**config.mk**
```make
export PLATFORM = sky130hd
export DESIGN_NAME = sram_arbiter
export DESIGN_NICKNAME = d
export VERILOG_FILES = /design/src/rtl/sram_arb_pkg.sv /design/src/rtl/sram_arb_grant.sv /design/src/rtl/sram_arbiter.sv
export SDC_FILE = /design/constraint.sdc
export NUM_CORES = 1
export LEC_CHECK = 0
export ABC_AREA = 1
export CORE_UTILIZATION = 33
export CTS_BUF_LIST = sky130_fd_sc_hd__clkbuf_8
export CTS_CLUSTER_DIAMETER = 40
export DETAILED_ROUTE_END_ITERATION = 8
export GPL_ROUTABILITY_DRIVEN = 0
export PLACE_DENSITY = 0.83
export SLEW_MARGIN = 20
export SYNTH_ARGS = -nofsm -noshare
export SYNTH_HDL_FRONTEND = slang
export SYNTH_SLANG_ARGS = --single-unit
```
**constraint.sdc**
```tcl
create_clock -name clk -period 2.39 [get_ports clk]
set_input_delay 0.3585 -clock clk [delete_from_list [all_inputs] [get_ports clk]]
set_output_delay 0.3585 -clock clk [all_outputs]
set_load 0.1 [all_outputs]
```
**src/rtl/sram_arb_pkg.sv**
```systemverilog
// Shared types for the SRAM arbiter: FSM state encoding and grant-select codes.
package sram_arb_pkg;

   typedef enum logic [1:0] {
      IDLE      = 2'd0,
      CPU_RDATA = 2'd1,
      CPU_HOLD  = 2'd2,
      DMA_RDATA = 2'd3
   } state_t;

   localparam logic [1:0] GNT_NONE = 2'd0;
   localparam logic [1:0] GNT_CPU  = 2'd1;
   localparam logic [1:0] GNT_DMA  = 2'd2;

endpackage

```
**src/rtl/sram_arb_grant.sv**
```systemverilog
// Grant select for the shared RAM. SRAM_ARB_RR_EN selects two-way round-robin;
// otherwise fixed priority, CPU over DMA.
module sram_arb_grant
   import sram_arb_pkg::*;
(
   input  logic       clk,
   input  logic       rst,
   input  logic       cpu_pend,
   input  logic       dma_pend,
   input  logic       idle,
   output logic [1:0] gnt
);

`ifdef SRAM_ARB_RR_EN
   // Pointer starts at DMA so the CPU wins the first tie.
   logic last_dma_q, last_dma_d;

   always_ff @(posedge clk or posedge rst) begin
      if (rst) last_dma_q <= 1'b1;
      else     last_dma_q <= last_dma_d;
   end

   always_comb begin
      gnt        = GNT_NONE;
      last_dma_d = last_dma_q;
      if (idle) begin
         if (cpu_pend && dma_pend) gnt = last_dma_q ? GNT_CPU : GNT_DMA;
         else if (cpu_pend)        gnt = GNT_CPU;
         else if (dma_pend)        gnt = GNT_DMA;
      end
      if (gnt == GNT_CPU)      last_dma_d = 1'b0;
      else if (gnt == GNT_DMA) last_dma_d = 1'b1;
   end
`else
   logic unused_clk_rst;
   assign unused_clk_rst = clk ^ rst;

   always_comb begin
      gnt = GNT_NONE;
      if (idle) begin
         if (cpu_pend)      gnt = GNT_CPU;
         else if (dma_pend) gnt = GNT_DMA;
      end
   end
`endif

endmodule

```
**src/rtl/sram_arbiter.sv**
```systemverilog
// Shares one single-port synchronous RAM between the AVR SRAM bus and a DMA
// requester. Arbitration mode is set by SRAM_ARB_RR_EN (see sram_arb_grant).
module sram_arbiter
   import sram_arb_pkg::*;
#(
   parameter int ADDR_WIDTH = 16,
   parameter int DATA_WIDTH = 8
) (
   input  logic                  clk,
   input  logic                  rst,
   input  logic [ADDR_WIDTH-1:0] cpu_a,
   input  logic                  cpu_cs,
   input  logic                  cpu_oe,
   input  logic                  cpu_we,
   input  logic [DATA_WIDTH-1:0] cpu_wdata,
   output logic [DATA_WIDTH-1:0] cpu_rdata,
   output logic                  cpu_wait,
   input  logic                  dma_req,
   input  logic                  dma_we,
   input  logic [ADDR_WIDTH-1:0] dma_addr,
   input  logic [DATA_WIDTH-1:0] dma_wdata,
   output logic                  dma_ack,
   output logic [DATA_WIDTH-1:0] dma_rdata,
   output logic                  dma_rvalid,
   output logic                  mem_en,
   output logic                  mem_we,
   output logic [ADDR_WIDTH-1:0] mem_addr,
   output logic [DATA_WIDTH-1:0] mem_wdata,
   input  logic [DATA_WIDTH-1:0] mem_rdata
);

   state_t                  state_q, state_d;
   logic [DATA_WIDTH-1:0]   cpu_rdata_q, cpu_rdata_d;
   logic [DATA_WIDTH-1:0]   dma_rdata_q, dma_rdata_d;
   logic                    dma_rvalid_q, dma_rvalid_d;
   logic                    cpu_acc;
   logic [1:0]              gnt;

   assign cpu_acc    = cpu_cs & (cpu_oe | cpu_we);
   assign cpu_wait   = cpu_acc & (state_q != CPU_HOLD);
   assign cpu_rdata  = cpu_rdata_q;
   assign dma_rdata  = dma_rdata_q;
   assign dma_rvalid = dma_rvalid_q;

   // Gating the IDLE qualifier with rst keeps the RAM port quiet during reset.
   sram_arb_grant u_grant (
      .clk      (clk),
      .rst      (rst),
      .cpu_pend (cpu_acc),
      .dma_pend (dma_req),
      .idle     ((state_q == IDLE) & ~rst),
      .gnt      (gnt)
   );

   always_ff @(posedge clk or posedge rst) begin
      if (rst) begin
         state_q      <= IDLE;
         cpu_rdata_q  <= '0;
         dma_rdata_q  <= '0;
         dma_rvalid_q <= 1'b0;
      end else begin
         state_q      <= state_d;
         cpu_rdata_q  <= cpu_rdata_d;
         dma_rdata_q  <= dma_rdata_d;
         dma_rvalid_q <= dma_rvalid_d;
      end
   end

   always_comb begin
      state_d = state_q;
      case (state_q)
         IDLE: begin
            if (gnt == GNT_CPU)      state_d = cpu_we ? CPU_HOLD : CPU_RDATA;
            else if (gnt == GNT_DMA) state_d = dma_we ? IDLE : DMA_RDATA;
         end
         CPU_RDATA: state_d = CPU_HOLD;
         CPU_HOLD:  state_d = IDLE;
         DMA_RDATA: state_d = IDLE;
         default:   state_d = IDLE;
      endcase
   end

   always_comb begin
      mem_en       = 1'b0;
      mem_we       = 1'b0;
      mem_addr     = '0;
      mem_wdata    = '0;
      dma_ack      = 1'b0;
      cpu_rdata_d  = cpu_rdata_q;
      dma_rdata_d  = dma_rdata_q;
      dma_rvalid_d = 1'b0;
      if (gnt == GNT_CPU) begin
         mem_en    = 1'b1;
         mem_we    = cpu_we;
         mem_addr  = cpu_a;
         mem_wdata = cpu_wdata;
      end else if (gnt == GNT_DMA) begin
         mem_en    = 1'b1;
         mem_we    = dma_we;
         mem_addr  = dma_addr;
         mem_wdata = dma_wdata;
         dma_ack   = 1'b1;
      end
      if (state_q == CPU_RDATA) cpu_rdata_d = mem_rdata;
      if (state_q == DMA_RDATA) begin
         dma_rdata_d  = mem_rdata;
         dma_rvalid_d = 1'b1;
      end
   end

endmodule

```
==> reports/qor.tcl, run 1 <==
set qor(p_switching_mw) 1.85
set qor(routed-via-count) 1571
set qor(final_min_period_over_clock_period_pct) 96.4
set qor(syn-num-nets) 241
set qor(r2r_end) {state_q[1]}
set qor(critPathMaxFanout) 13
set qor(power.static_leakage_nw) 1.36
set qor(area_growth_syn_to_layout_pct) 125
set qor(post_synth_num_cell_types) 17
set qor(post-route-min-period_ps) 2300
set qor(rsz_0062_raised_after_global_routing) {false}
set qor(primary_ff_master_synth) {sky130_fd_sc_hd__dfrtp_1}
set qor(route.detailed.drc) 0
set qor(fp-row-count) 22
set qor(first_global_vias) 1494
set qor(proportion_of_layout_cells_with_a_drive_suffix_above_1_pct) 39.0
set qor(synth-seq-cells) 19
set qor(hold_viol) 0
set qor(asyncSetResetFlopFracSynth_pct) 100
set qor(setup_viol_count_final) 0
set qor(globalRoute.totalOverflow) 0
set qor(power_share_of_the_clock_group_pct) 7.1
set qor(synth.avg_cell_area_um2) 7.22
set qor(netlist_instances) 175
set qor(insertedDiodeCount) 0
set qor(timing.setup.critical_path_class) {primary input to output pin}
set qor(dp_hpwl_mm) 3.64
set qor(power_switching_share_pct) 61.2
set qor(crit-reg2reg-launch) {state_q[1]}
set qor(tritoncts) {yes}
set qor(start_kind) {primary input}
set qor(synth.largest_area_cell) {sky130_fd_sc_hd__dfrtp_1}
set qor(post_synth_instance_area_um2) 1260
set qor(die_width_um) 63.9
set qor(core_area_um2) 3660
set qor(grt_first_pass_wirelength_mm) 7.27
set qor(hold-worst-slack_ps) 206
set qor(vdd_ir_drop_max_v) 0.00126
set qor(count_of_nets_after_finishing) 354
set qor(ys_warn_count) 0
set qor(initial_antenna_violation_count) 0
set qor(power_mw) 3.03
set qor(cts_root_buf) {sky130_fd_sc_hd__clkbuf_8}
set qor(yosysTopAreaCellShare_pct) 37.6
set qor(drt_iter0_markers) 108
set qor(finClkSkew_ps) 4.62
set qor(worst_slew_pin_slew_ps) 283
set qor(cell_count_of_the_worst_reg_to_reg_path) 9
set qor(total_die_area_um2) 4080
set qor(timing.final.max_slew_violations) 0
set qor(antenna_left) 0
set qor(synth.top_cells.by_area) {sky130_fd_sc_hd__dfrtp_1 (38%), sky130_fd_sc_hd__nand2_1 (20%), sky130_fd_sc_hd__o21ai_2 (11%)}
set qor(maximum_number_of_pins_on_one_net_before_global_route_repair) 28
set qor(final_cell_mix) {sky130_fd_sc_hd__clkdlybuf4s50_1 (60), sky130_fd_sc_hd__nand2_1 (47), sky130_fd_sc_hd__buf_12 (30), sky130_fd_sc_hd__nand3_1 (27), sky130_fd_sc_hd__buf_4 (24)}
set qor(critical_path.endpoint_type) {output pin}
set qor(reg2reg_setup_slack_ps) 710
set qor(arrival_time_of_the_worst_setup_path_ps) 1950
set qor(insertion_delay_ps) 250
set qor(synth-edff-count) 0
set qor(io_buffers) 107
set qor(avgRoutedWirePerCell_um) 13.6
set qor(floorplan.io_pins) 108
set qor(clk_transition_reported_paths_ps) 70
set qor(max_cap_violations) 0
set qor(timing.hold.worst.class) {primary input to asynchronous set/reset pin}
set qor(power_per_cell_area_nw_per_um2) 1060
set qor(viasPerCell) 4.69
set qor(synth_sequential_area_ratio_pct) 37.6
set qor(outcome) {finished clean}
set qor(worstPathRequired_ps) 2030
set qor(clock_tree.htree_level_count) 1
set qor(p_seq_share_pct) 18.4
set qor(cts-buffers-inserted) 3
set qor(drt-total-wl_mm) 4.57
set qor(clock.fmax_ghz) 0.434
set qor(initial_standard_cell_utilization_of_the_core_pct) 34.5
set qor(firstDrtPassIters) 4
set qor(worst_slew_margin_rel_pct) 81.3
set qor(layout.cells.most_common) {sky130_fd_sc_hd__clkdlybuf4s50_1}
set qor(die_height_um) 63.9
set qor(combinationalPowerShare_pct) 74.5
set qor(groute.usage.overall_pct) 22.6
set qor(p_int_mw) 1.18
set qor(cts.sink_count) 19
set qor(clock_buffer_depth) 2
-- layout make-up --
class,count,area (um^2)
Timing Repair Buffer,118,1450
Tap cell,48,60.1
Sequential cell,19,475
Inverter,16,63.8
Multi-Input combinational cell,130,751
Clock inverter,1,5.00
Clock buffer,3,41.3
Fill cell,258,818
-- how the worst max path moves through the flow --
| stage | startpoint | end | slack, ps | cells past startpoint |
|---|---|---|---|---|
| floorplan | rst | mem_addr[12] | 50 | 8 |
| global placement | cpu_we | mem_addr[5] | -0.5 | 9 |
| detailed placement | cpu_we | mem_addr[7] | -80 | 9 |
| CTS | cpu_oe | mem_addr[7] | 8 | 9 |
| global route | state_q[1] | mem_addr[12] | 10 | 9 |
| finish | cpu_oe | mem_wdata[7] | 90 | 9 |
-- power by group through the flow --
stage	clock (mW)	combinational, mW	sequential [mW]
after floorplan	0	0.640	1.54
after global placement	0	2.22	0.558
after detailed placement	0	2.24	0.561
after CTS	0.220	2.25	0.559
after global routing	0.233	2.33	0.575
final	0.215	2.26	0.556
-- critical path, stage by stage --
cell and delay [ps]:
sky130_fd_sc_hd__clkdlybuf4s50_1 450, sky130_fd_sc_hd__o21ai_4 190, sky130_fd_sc_hd__inv_1 100, sky130_fd_sc_hd__nor2_4 120, sky130_fd_sc_hd__ha_4 180, sky130_fd_sc_hd__clkbuf_16 170, sky130_fd_sc_hd__nand3_1 70, sky130_fd_sc_hd__nand2_1 110
sky130_fd_sc_hd__buf_12 180
-- cell usage after synthesis, types with 2 or more instances --
cell type and instances:
sky130_fd_sc_hd__nor2_1 7, sky130_fd_sc_hd__nand3_1 27, sky130_fd_sc_hd__inv_1 13, sky130_fd_sc_hd__nand2_1 69
sky130_fd_sc_hd__nand2_4 3, sky130_fd_sc_hd__ha_1 3, sky130_fd_sc_hd__inv_2 3, sky130_fd_sc_hd__dfrtp_1 19
sky130_fd_sc_hd__o21ai_0 2, sky130_fd_sc_hd__buf_2 7, sky130_fd_sc_hd__o21ai_2 16
-- routing by layer --
layer	GRT usage [%]	vias to the layer above	part of all wire (%)
li1	-	777	-
met2	40.0	81	49
met3	3.93	8	7.9
met1	28.1	705	41
met5	0	-	0
met4	5.68	0	1.6
-- cell families after synthesis --
family	Yosys count	synth area share (%)
simple gates	108	36.9
fa+ha+maj	3	2.97
compound gates	19	12.3
buf+inv	26	10.2
flops	19	37.6
-- per-stage QoR --
stage          setup TNS (ps)  worst slack [ps]  utilization, %  cell area [um^2]  cells
6_report                    0              85.8            77.6              2840    335
5_1_grt                     0              11.0            77.6              2840    335
2_1_floorplan               0              49.9               -              1320    175
4_1_cts                     0              8.22            75.8              2780    334
3_5_place_dp            -1560             -81.2            74.4              2720    330
3_3_place_gp           -0.532            -0.532            74.4              2720    330
-- flip-flops by register name (all words and copies together), names as in the netlist --
register / cells
dma_rdata: 8
cpu_rdata: 8
state_q: 2
dma_rvalid: 1
-- timing repair --
action,in CTS,in global routing
pin swaps,1,1
resized for setup,2,10
hold buffers,0,0
gates cloned,0,1
buffers inserted,0,0
setup endpoints to repair,25,25
(Power assumes the default switching activity.)
==> run 2, diff against run 1 <==
- CORE_UTILIZATION: 33 -> 32
- CTS_BUF_LIST: sky130_fd_sc_hd__clkbuf_8 -> unset
- PLACE_DENSITY: 0.83 -> 0.81
==> reports/qor.tcl, run 2 (same netlist as run 1, synthesis figures left out) <==
set qor(whs_path_depth) 2
set qor(cts-hold-fix-buffers) 0
set qor(route.detailed.drc) 0
set qor(die_height_um) 64.8
set qor(routed-via-count) 1573
set qor(multi_input_area_um2) 776
set qor(clock_buffer_depth) 2
set qor(antenna_left) 0
set qor(reg2reg_setup_slack_ps) 730
set qor(worst_slew_pin_slew_ps) 281
set qor(fillCellCount) 253
set qor(globalRoute.totalOverflow) 0
set qor(finClkSkew_ps) 2.00
set qor(initial_standard_cell_utilization_of_the_core_pct) 34.0
set qor(io_buffers) 107
set qor(maximum_number_of_pins_on_one_net_before_global_route_repair) 28
set qor(dp_hpwl_mm) 3.50
set qor(combinationalPowerShare_pct) 74.8
set qor(final_min_period_over_clock_period_pct) 96.9
set qor(floorplan.io_pins) 108
set qor(critPathMaxFanout) 13
set qor(die_width_um) 64.8
set qor(insertedDiodeCount) 0
set qor(clock_tree.htree_level_count) 1
set qor(core_area_um2) 3720
set qor(final_core_util_pct) 77.6
set qor(tritoncts) {yes}
set qor(clock.fmax_ghz) 0.432
set qor(timing.hold.worst.class) {flop to flop}
set qor(cts-buffers-inserted) 3
set qor(power_switching_share_pct) 60.9
set qor(layout.cell_area.non_filler_um2) 2880
set qor(total_die_area_um2) 4200
set qor(timing.final.max_slew_violations) 0
set qor(initial_antenna_violation_count) 0
set qor(clk_transition_reported_paths_ps) 60
set qor(crit-reg2reg-launch) {state_q[1]}
set qor(area.sequential_um2) 477
set qor(worstSetupStartpoint) {rst}
set qor(critical_path.endpoint_type) {output pin}
set qor(viasPerCell) 4.71
set qor(hold-worst-slack_ps) 485
set qor(timing.critical_path.slowest_stage_cell) {sky130_fd_sc_hd__clkdlybuf4s50_1}
set qor(groute.usage.overall_pct) 21.1
set qor(cell_count_of_the_worst_reg_to_reg_path) 8
set qor(vdd_ir_drop_max_v) 0.00112
set qor(power_share_of_the_clock_group_pct) 7.0
set qor(layout.cells.most_common) {sky130_fd_sc_hd__clkdlybuf4s50_1}
set qor(max_stage_delay_ps) 500
set qor(first_global_vias) 1398
set qor(proportion_of_layout_cells_with_a_drive_suffix_above_1_pct) 39.9
set qor(timing.setup.critical_path_class) {primary input to output pin}
set qor(p_seq_share_pct) 18.2
set qor(finalSetupTns_ps) 0
set qor(postCtsSetupRepairBufs) 0
set qor(insertion_delay_ps) 240
set qor(power_mw) 3.03
set qor(critPathMostFrequentCell) {sky130_fd_sc_hd__nand2_1}
set qor(avgRoutedWirePerCell_um) 14.2
set qor(placed_cell_area_um2) 2710
set qor(fp-row-count) 22
set qor(cts_root_buf) {sky130_fd_sc_hd__clkbuf_8}
set qor(outcome) {finished clean}
set qor(post-route-min-period_ps) 2320
set qor(grt_first_pass_wirelength_mm) 6.95
set qor(drt-total-wl_mm) 4.74
set qor(start_kind) {primary input}
set qor(final_cell_mix) {sky130_fd_sc_hd__clkdlybuf4s50_1 (60), sky130_fd_sc_hd__nand2_1 (47), sky130_fd_sc_hd__buf_12 (30), sky130_fd_sc_hd__nand3_1 (25), sky130_fd_sc_hd__nand2_2 (23)}
set qor(firstDrtPassIters) 4
set qor(power.static_leakage_nw) 1.37
set qor(cts.sink_count) 19
set qor(p_switching_mw) 1.85
set qor(p_int_mw) 1.19
set qor(origin_of_the_worst_min_delay_path) {dma_rdata[4]}
set qor(drt_iter0_markers) 75
set qor(worstPathRequired_ps) 2030
set qor(worst_slew_margin_rel_pct) 81.4
set qor(max_cap_violations) 0
set qor(area_growth_syn_to_layout_pct) 128
set qor(count_of_nets_after_finishing) 353
set qor(power_per_cell_area_nw_per_um2) 1050
set qor(setup_viol_count_final) 0
set qor(worstPathCellList) {clkdlybuf4s50_1 -> clkinvlp_4 -> nand2_1 -> inv_1 -> nand3_2 -> ha_4 -> inv_4 -> clkbuf_16 -> nand3_1 -> nand2_1 -> buf_12}
set qor(hold_viol) 0
set qor(arrival_time_of_the_worst_setup_path_ps) 1960
[run 2: changes by cell type in the layout (fill, tap and decap cells not counted), sizes merged]
cell / before / now
buf: 55 / 53
clkbuf: 4 / 6
clkinv: 1 / 0
[run 2: final timing paths]
check                               endpoint
max in group asynchronous         state_q[1]
min in group asynchronous       dma_rdata[2]
worst min-delay path            dma_rdata[4]
worst max register to register    state_q[0]
worst max-delay path            mem_wdata[7]
worst min register to register  dma_rdata[4]
[run 2: final cells by class]
class | instances | area share [%]
Timing Repair Buffer | 117 | 50.6
Multi-Input combinational cell | 130 | 26.9
Sequential cell | 19 | 16.5
Inverter | 16 | 2.30
Tap cell | 48 | 2.08
Clock buffer | 4 | 1.56
[run 2: repair_timing]
| item | in CTS | in global routing |
|---|---|---|
| gates cloned | 0 | 2 |
| endpoints found under the hold margin | 0 | 0 |
| setup endpoints to repair | 25 | 25 |
| pin swaps | 0 | 1 |
| gates resized for setup | 1 | 19 |
[run 2: power by group through the flow]
stage	Sequential (mW)	Clock, mW	Combinational (mW)
2_1_floorplan	1.54	0	0.640
3_3_place_gp	0.558	0	2.22
3_5_place_dp	0.554	0	2.24
4_1_cts	0.554	0.216	2.24
5_1_grt	0.572	0.227	2.35
6_report	0.553	0.211	2.27
[run 2: metal layers]
metal / vias up / track usage, % / part of all wire [%]
met1: 705 / 27.4 / 42
met4: 0 / 3.33 / 1.1
met5: - / 0 / 0
li1: 776 / - / -
met2: 84 / 36.1 / 47
met3: 8 / 4.58 / 9.9
[run 2: worst max-delay path: cells and delay by family]
kind                       cells  cell delay (ps)
adders and majority gates      1              170
buffers and inverters          6             1050
and+or+nand+nor                4              370
[run 2: per-stage QoR]
stage / instances / worst slack [ps]
floorplan: 175 / 49.9
global placement: 328 / -2.92
detailed placement: 328 / -46.3
CTS: 332 / 11.7
global route: 334 / -14.4
finish: 334 / 73.4
==> run 3, diff against run 2 <==
- SLEW_MARGIN: 20 -> 25
==> results of run 3 <==
Same layout as run 2: the final DEF is identical, and so are final timing and power.
==> RTL edit 1: new RTL, flow settings as in run 3 <==
Build with the macro `SRAM_ARB_RR_EN` defined.
--- a/src/rtl/sram_arb_grant.sv
+++ b/src/rtl/sram_arb_grant.sv
@@ -2,2 +2,4 @@
 // otherwise fixed priority, CPU over DMA.
+`define SRAM_ARB_RR_EN
+
 module sram_arb_grant
Formal check against the unedited RTL: not equivalent (a bounded check fails within 4 cycles, from zero or initial values and one cycle with rst high).
==> RTL edit 1 against run 3 <==
The run now ends with negative setup slack left. Sequential cell count is 1 higher. Setup slack worse by 0.085 ns. Critical path depth is 1 lower. Area after synthesis grew 0.30%. Non-clock buffer count is 6 higher. Largest cell class unchanged. Cell area grew 12%. Cell count up 4.2%. Power is 29% higher. Wire length is 35% higher. Utilization is 9.2 points higher.
==> RTL edit 1: results (changes against run 3) <==
| Metric | Value |
|---|---|
| Status | `finished with violations (was completed)` |
| Failing checks | `negative setup slack` |
| Via count | `1725 (was 1573)` |
| CTS buffer count | `3 (unchanged)` |
| Routed len/inst | `18.35 um (was 14.20 um)` |
| Max VDD drop | `0.001502 V (was 0.001120 V)` |
| Placed inst area | `2833 um^2 (was 2708 um^2)` |
| Worst-path fanout max | `7 (was 13)` |
| Nets | `367 (was 353)` |
| H-Tree Depth | `1 (unchanged)` |
| Setup WS post-layout | `-0.01149 ns (was 0.07337 ns)` |
| Layout cells sized above 1 | `0.4433 (was 0.3986)` |
| Ys async rst share | `1.000 (unchanged)` |
| Final setup TNS | `-0.01149 ns (was 0 ns)` |
| # setup viols final | `1 (was 0)` |
| Vias in the first global route | `1636 (was 1398)` |
| Crit path DAT | `2.04 ns (was 1.96 ns)` |
| Final HPWL DP | `3.698 mm (was 3.500 mm)` |
| Antenna Cells | `0 (unchanged)` |
| Clock Latency Late Sink | `0.26 ns (was 0.24 ns)` |
| Pleak | `1.495 nW (was 1.369 nW)` |
| Largest net degree at the start of global routing | `29 (was 28)` |
| EDFF count, synth | `0 (unchanged)` |
| Total track usage | `0.2593 (was 0.2109)` |
| Clock root cell | `clkbuf_8 (unchanged)` |
| 1st-pass router iterations | `5 (was 4)` |
| Top cells by area, synth | `dfrtp_1 (38%), nand2_1 (22%), nand3_1 (11%), o21ai_2 (5.5%), inv_1 (5.0%) (was dfrtp_1 (38%), nand2_1 (20%), o21ai_2 (11%), nand3_1 (11%), inv_1 (3.9%))` |
| DRT iter0 DRCs | `72 (was 75)` |
| IO buf count | `107 (unchanged)` |
| Slowest Stage Delay on Critical Path | `0.45 ns (was 0.50 ns)` |
| Unique cell type count in the Yosys netlist | `18 (was 17)` |
| Sequential share of the synthesized area | `0.3959 (was 0.3762)` |
| CTS max path bufs | `2 (unchanged)` |
| Rel. slew slack | `0.7331 (was 0.8143)` |
| Register clock-pin slew on the reported worst setup and hold paths | `0.07 ns` |
| Initial antenna violation count | `0 (unchanged)` |
| Yosys warning total | `0 (unchanged)` |
| Synth Net Count | `249 (was 241)` |
| Max Clock Skew | `0.003178 ns (was 0.002004 ns)` |
| Most frequent cells after synthesis | `nand2_1 (74), nand3_1 (27), dfrtp_1 (19) (was nand2_1 (69), nand3_1 (27), dfrtp_1 (19))` |
| Critical-path top delay cell | `dfrtp_1 (was clkdlybuf4s50_1)` |
| First-pass GRT wire length | `8.259 mm (was 6.948 mm)` |
| Hold Path Class | `input pin to asynchronous set/reset pin (was flip-flop to flip-flop)` |
RTL edit 1: final cells by class:
cell class | count | area [um^2]
repair buffers | 123 | 1575
well taps | 48 | 60.06
flip-flops and latches | 20 | 501.7
clock buffers | 3 | 41.29
fillers | 172 | 489.2
clock inverters | 1 | 30.03
inverters | 19 | 80.08
multi-input cells | 134 | 938.4
RTL edit 1: cell families (layout without fill, tap and decap cells):
| group | count (synthesis) | in the layout | share of synthesized area |
|---|---|---|---|
| AND/OR/NAND/NOR | 111 | 111 | 0.3643 |
| buffers and inverters | 29 | 146 | 0.1076 |
| AO/OA/AOI/OAI | 20 | 20 | 0.1027 |
| flip-flops | 20 | 20 | 0.3959 |
| adder cells (fa/ha/maj) | 3 | 3 | 0.02962 |
RTL edit 1: metal layers:
layer | GRT usage | part of all wire | wire length (um) | vias to the layer above
met2 | 0.4727 | 0.53 | 3389 | 79
met1 | 0.3114 | 0.38 | 2395 | 813
li1 | - | - | - | 813
met4 | 0.06667 | 0.040 | 257 | 0
met5 | 0 | 0 | 0 | -
met3 | 0.04225 | 0.054 | 342 | 20
RTL edit 1: critical path, delay by kind of cell, from the launching register on:
family | cells | cell delay (ns)
and+or+nand+nor | 5 | 0.55
buffers and inverters | 4 | 0.53
DFF | 1 | 0.45
adders and majority gates | 1 | 0.24
RTL edit 1: stage by stage:
stage                     instances  setup WS, ns  power, mW  hold slack [ns]
after floorplan                 183     -0.001607      2.554           0.2150
final                           348      -0.01149      3.904           0.3274
after global routing            348      -0.08136      4.030           0.3441
after CTS                       344       0.02937      3.781           0.2922
after global placement          338       -0.1546      3.332           0.4681
after detailed placement        338       -0.2167      3.362           0.4722
RTL edit 1: final timing paths:
path                               from            endpoint  slack [ns]  cells past startpoint
max                          state_q[0]         mem_addr[4]       -0.01                     10
min                                 rst        cpu_rdata[2]        0.33                      3
max reg2reg                  state_q[0]          state_q[1]        0.49                     12
min reg2reg                dma_rdata[4]        dma_rdata[4]        0.50                      2
max in group asynchronous           rst  u_grant.last_dma_q        1.79                      3
min in group clk           dma_rdata[4]        dma_rdata[4]        0.50                      2
RTL edit 1: power by group:
part | internal (mW) | switching (mW)
clock network | 0.224 | 0.114
logic | 0.855 | 2.11
registers | 0.497 | 0.105
total | 1.58 | 2.33
RTL edit 1: repair_timing:
item | CTS | global route
pin swaps | 1 | 5
resized for setup | 19 | 30
endpoints found under the setup margin | 25 | 25
cloned | 2 | 3
buffers inserted | 0 | 1
==> RTL edit 2: new RTL, settings of run 3 <==
Without the edit above. Encoding of `state_t`: now one-hot (4 bits for 4 states).
--- a/src/rtl/sram_arb_pkg.sv
+++ b/src/rtl/sram_arb_pkg.sv
@@ -3,7 +3,7 @@
 
-   typedef enum logic [1:0] {
-      IDLE      = 2'd0,
-      CPU_RDATA = 2'd1,
-      CPU_HOLD  = 2'd2,
-      DMA_RDATA = 2'd3
+   typedef enum logic [3:0] {
+      IDLE      = 4'b0001,
+      CPU_RDATA = 4'b0010,
+      CPU_HOLD  = 4'b0100,
+      DMA_RDATA = 4'b1000
    } state_t;
Behaviour: no difference found for any inputs over 10 cycles, from zero or initial values and one cycle with rst high; not proved beyond that.
==> RTL edit 2 against run 3 <==
The flow now finishes with violations (negative setup slack). Wire length rose by 0.21%. Power rose by 13%. Combinational power rose by 15%. Critical endpoint is now mem_we. Setup slack got worse by 0.17 ns. Area after synthesis rose by 5.8%. Sequential cell count rose by 2. Cell area rose by 7.6%.
==> RTL edit 2: results (changes against run 3) <==
| Metric | Value |
|---|---|
| Status | `finished with violations (was completed)` |
| Failing checks | `negative setup slack` |
| H-Tree Depth | `1 (unchanged)` |
| DRT iter0 DRCs | `66 (was 75)` |
| Initial antenna violation count | `0 (unchanged)` |
| Vias per cell | `4.499 (was 4.710)` |
| Pleak | `1.443 nW (was 1.369 nW)` |
| Crit path DAT | `2.13 ns (was 1.96 ns)` |
| Capturing point of the worst reg2reg path | `state_q[1] (was state_q[0])` |
| Max VDD drop | `0.001065 V (was 0.001120 V)` |
| Vias in the first global route | `1582 (was 1398)` |
| Sequential share of the synthesized area | `0.3938 (was 0.3762)` |
| Least-Margin Pin Slew | `0.2831 ns (was 0.2809 ns)` |
| Final HPWL DP | `3.657 mm (was 3.500 mm)` |
| Placed inst area | `2923 um^2 (was 2708 um^2)` |
| Worst r2r path cells | `9 (was 8)` |
| # setup viols final | `25 (was 0)` |
| Worst-path fanout max | `9 (was 13)` |
| Crit path launch | `state_q[0] (was rst)` |
| Most frequent cells after synthesis | `nand2_1 (94), dfrtp_1 (20), inv_1 (17) (was nand2_1 (69), nand3_1 (27), dfrtp_1 (19))` |
| Nets | `370 (was 353)` |
| CTS max path bufs | `2 (unchanged)` |
| Critical-path top delay cell | `dfstp_2 (was clkdlybuf4s50_1)` |
| Worst Setup EP | `mem_we (was mem_wdata[7])` |
| Hold Path Class | `input pin to asynchronous set/reset pin (was flip-flop to flip-flop)` |
| 1st-pass router iterations | `4 (unchanged)` |
| Setup WS pre-CTS | `-0.2374 ns (was -0.04626 ns)` |
| Antenna Cells | `0 (unchanged)` |
| CTS buffer count | `3 (unchanged)` |
| Routed len/inst | `13.46 um (was 14.20 um)` |
| Setup WS post-layout | `-0.09618 ns (was 0.07337 ns)` |
| IO buf count | `107 (unchanged)` |
| Final setup TNS | `-1.245 ns (was 0 ns)` |
| Yosys warning total | `0 (unchanged)` |
| Total track usage | `0.2085 (was 0.2109)` |
| Unique cell type count in the Yosys netlist | `19 (was 17)` |
| Flop2flop setup slack | `0.57 ns (was 0.73 ns)` |
| Layout cells sized above 1 | `0.4521 (was 0.3986)` |
| # fillers | `266 (was 253)` |
| Max Clock Skew | `0.002068 ns (was 0.002004 ns)` |
| First-pass GRT wire length | `6.982 mm (was 6.948 mm)` |
| Top cells by area, synth | `dfrtp_1 (37%), nand2_1 (26%), o21ai_2 (10%), inv_1 (4.8%), buf_6 (3.4%) (was dfrtp_1 (38%), nand2_1 (20%), o21ai_2 (11%), nand3_1 (11%), inv_1 (3.9%))` |
| Crit-path leading delay family | `buffers and inverters (unchanged)` |
| Largest net degree at the start of global routing | `22 (was 28)` |
| Synth Net Count | `249 (was 241)` |
| Clock Latency Late Sink | `0.26 ns (was 0.24 ns)` |
| Register clock-pin slew on the reported worst setup and hold paths | `0.07 ns` |
| Slowest Stage Delay on Critical Path | `0.54 ns (was 0.50 ns)` |
| Ys async rst share | `1.000 (unchanged)` |
==> RTL edit 2: changes by cell type after synthesis, sizes merged <==
| cell | run 3 | this run |
|---|---|---|
| a21oi | 0 | 1 |
| buf | 10 | 7 |
| dfrtp | 19 | 20 |
| dfstp | 0 | 1 |
| inv | 16 | 21 |
| nand2 | 73 | 97 |
| nand3 | 27 | 2 |
| nand4 | 0 | 1 |
| nor2 | 8 | 9 |
| nor3 | 0 | 2 |
==> RTL edit 2: where the power goes <==
part,leakage [nW],total [mW],internal (mW),switching (mW)
Clock,0.0228,0.226,0.119,0.108
Sequential,0.228,0.571,0.490,0.0809
Combinational,1.19,2.62,0.759,1.86
Total,1.44,3.42,1.37,2.05
==> RTL edit 2: worst register-to-register path, cell delays in order (launching register included) <==
cell	delay, ns
dfstp_2	0.54
inv_2	0.04
nor2_4	0.12
nand3_4	0.14
nor2_4	0.16
ha_4	0.19
buf_4	0.17
inv_2	0.06
buf_4	0.13
nor3_1	0.20
==> RTL edit 2: cells by family after synthesis <==
| kind of cell | share of synthesized area |
|---|---|
| adder cells (fa/ha/maj) | 0.02807 |
| flip-flops | 0.3938 |
| buffers and inverters | 0.1038 |
| AO/OA/AOI/OAI | 0.1197 |
| AND/OR/NAND/NOR | 0.3545 |
==> RTL edit 2: metrics by stage <==
step / std cells / hold WS (ns)
after floorplan: 183 / 0.2214
final: 353 / 0.3425
after global routing: 353 / 0.3748
after detailed placement: 344 / 0.4754
after global placement: 344 / 0.4674
after CTS: 352 / 0.3566
==> RTL edit 2: worst min path at each step <==
| stage | from | endpoint | slack, ns | cells past startpoint |
|---|---|---|---|---|
| after floorplan | rst | cpu_rdata[0] | 0.22 | 1 |
| after global placement | cpu_rdata[0] | cpu_rdata[0] | 0.47 | 2 |
| after detailed placement | dma_rdata[3] | dma_rdata[3] | 0.48 | 2 |
| after CTS | rst | cpu_rdata[4] | 0.36 | 3 |
| after global routing | rst | dma_rdata[7] | 0.37 | 3 |
| final | rst | dma_rdata[2] | 0.34 | 3 |
==> RTL edit 2: repair_timing <==
action                                  CTS  global route
pin swaps                                 1             2
endpoints found under the hold margin     0             0
endpoints found under the setup margin   25            25
gates resized for setup                  13            15
setup buffers                             4             1
==> RTL edit 2: cell type report <==
cell class	instances	area (um^2)	share of cell area
Tap cell	50	62.56	0.02015
Multi-Input combinational cell	134	940.9	0.3031
Inverter	21	82.58	0.02660
Sequential cell	21	526.8	0.1697
Clock buffer	4	45.04	0.01451
Timing Repair Buffer	123	1446	0.4659
==> RTL edit 2: routing by layer <==
layer  up-vias  part of all wire  GRT usage
li1        793                 -          -
met2        40              0.58     0.3813
met3         6             0.029    0.03253
met1       749              0.38     0.2405
met5         -                 0          0
met4         0             0.016    0.07713
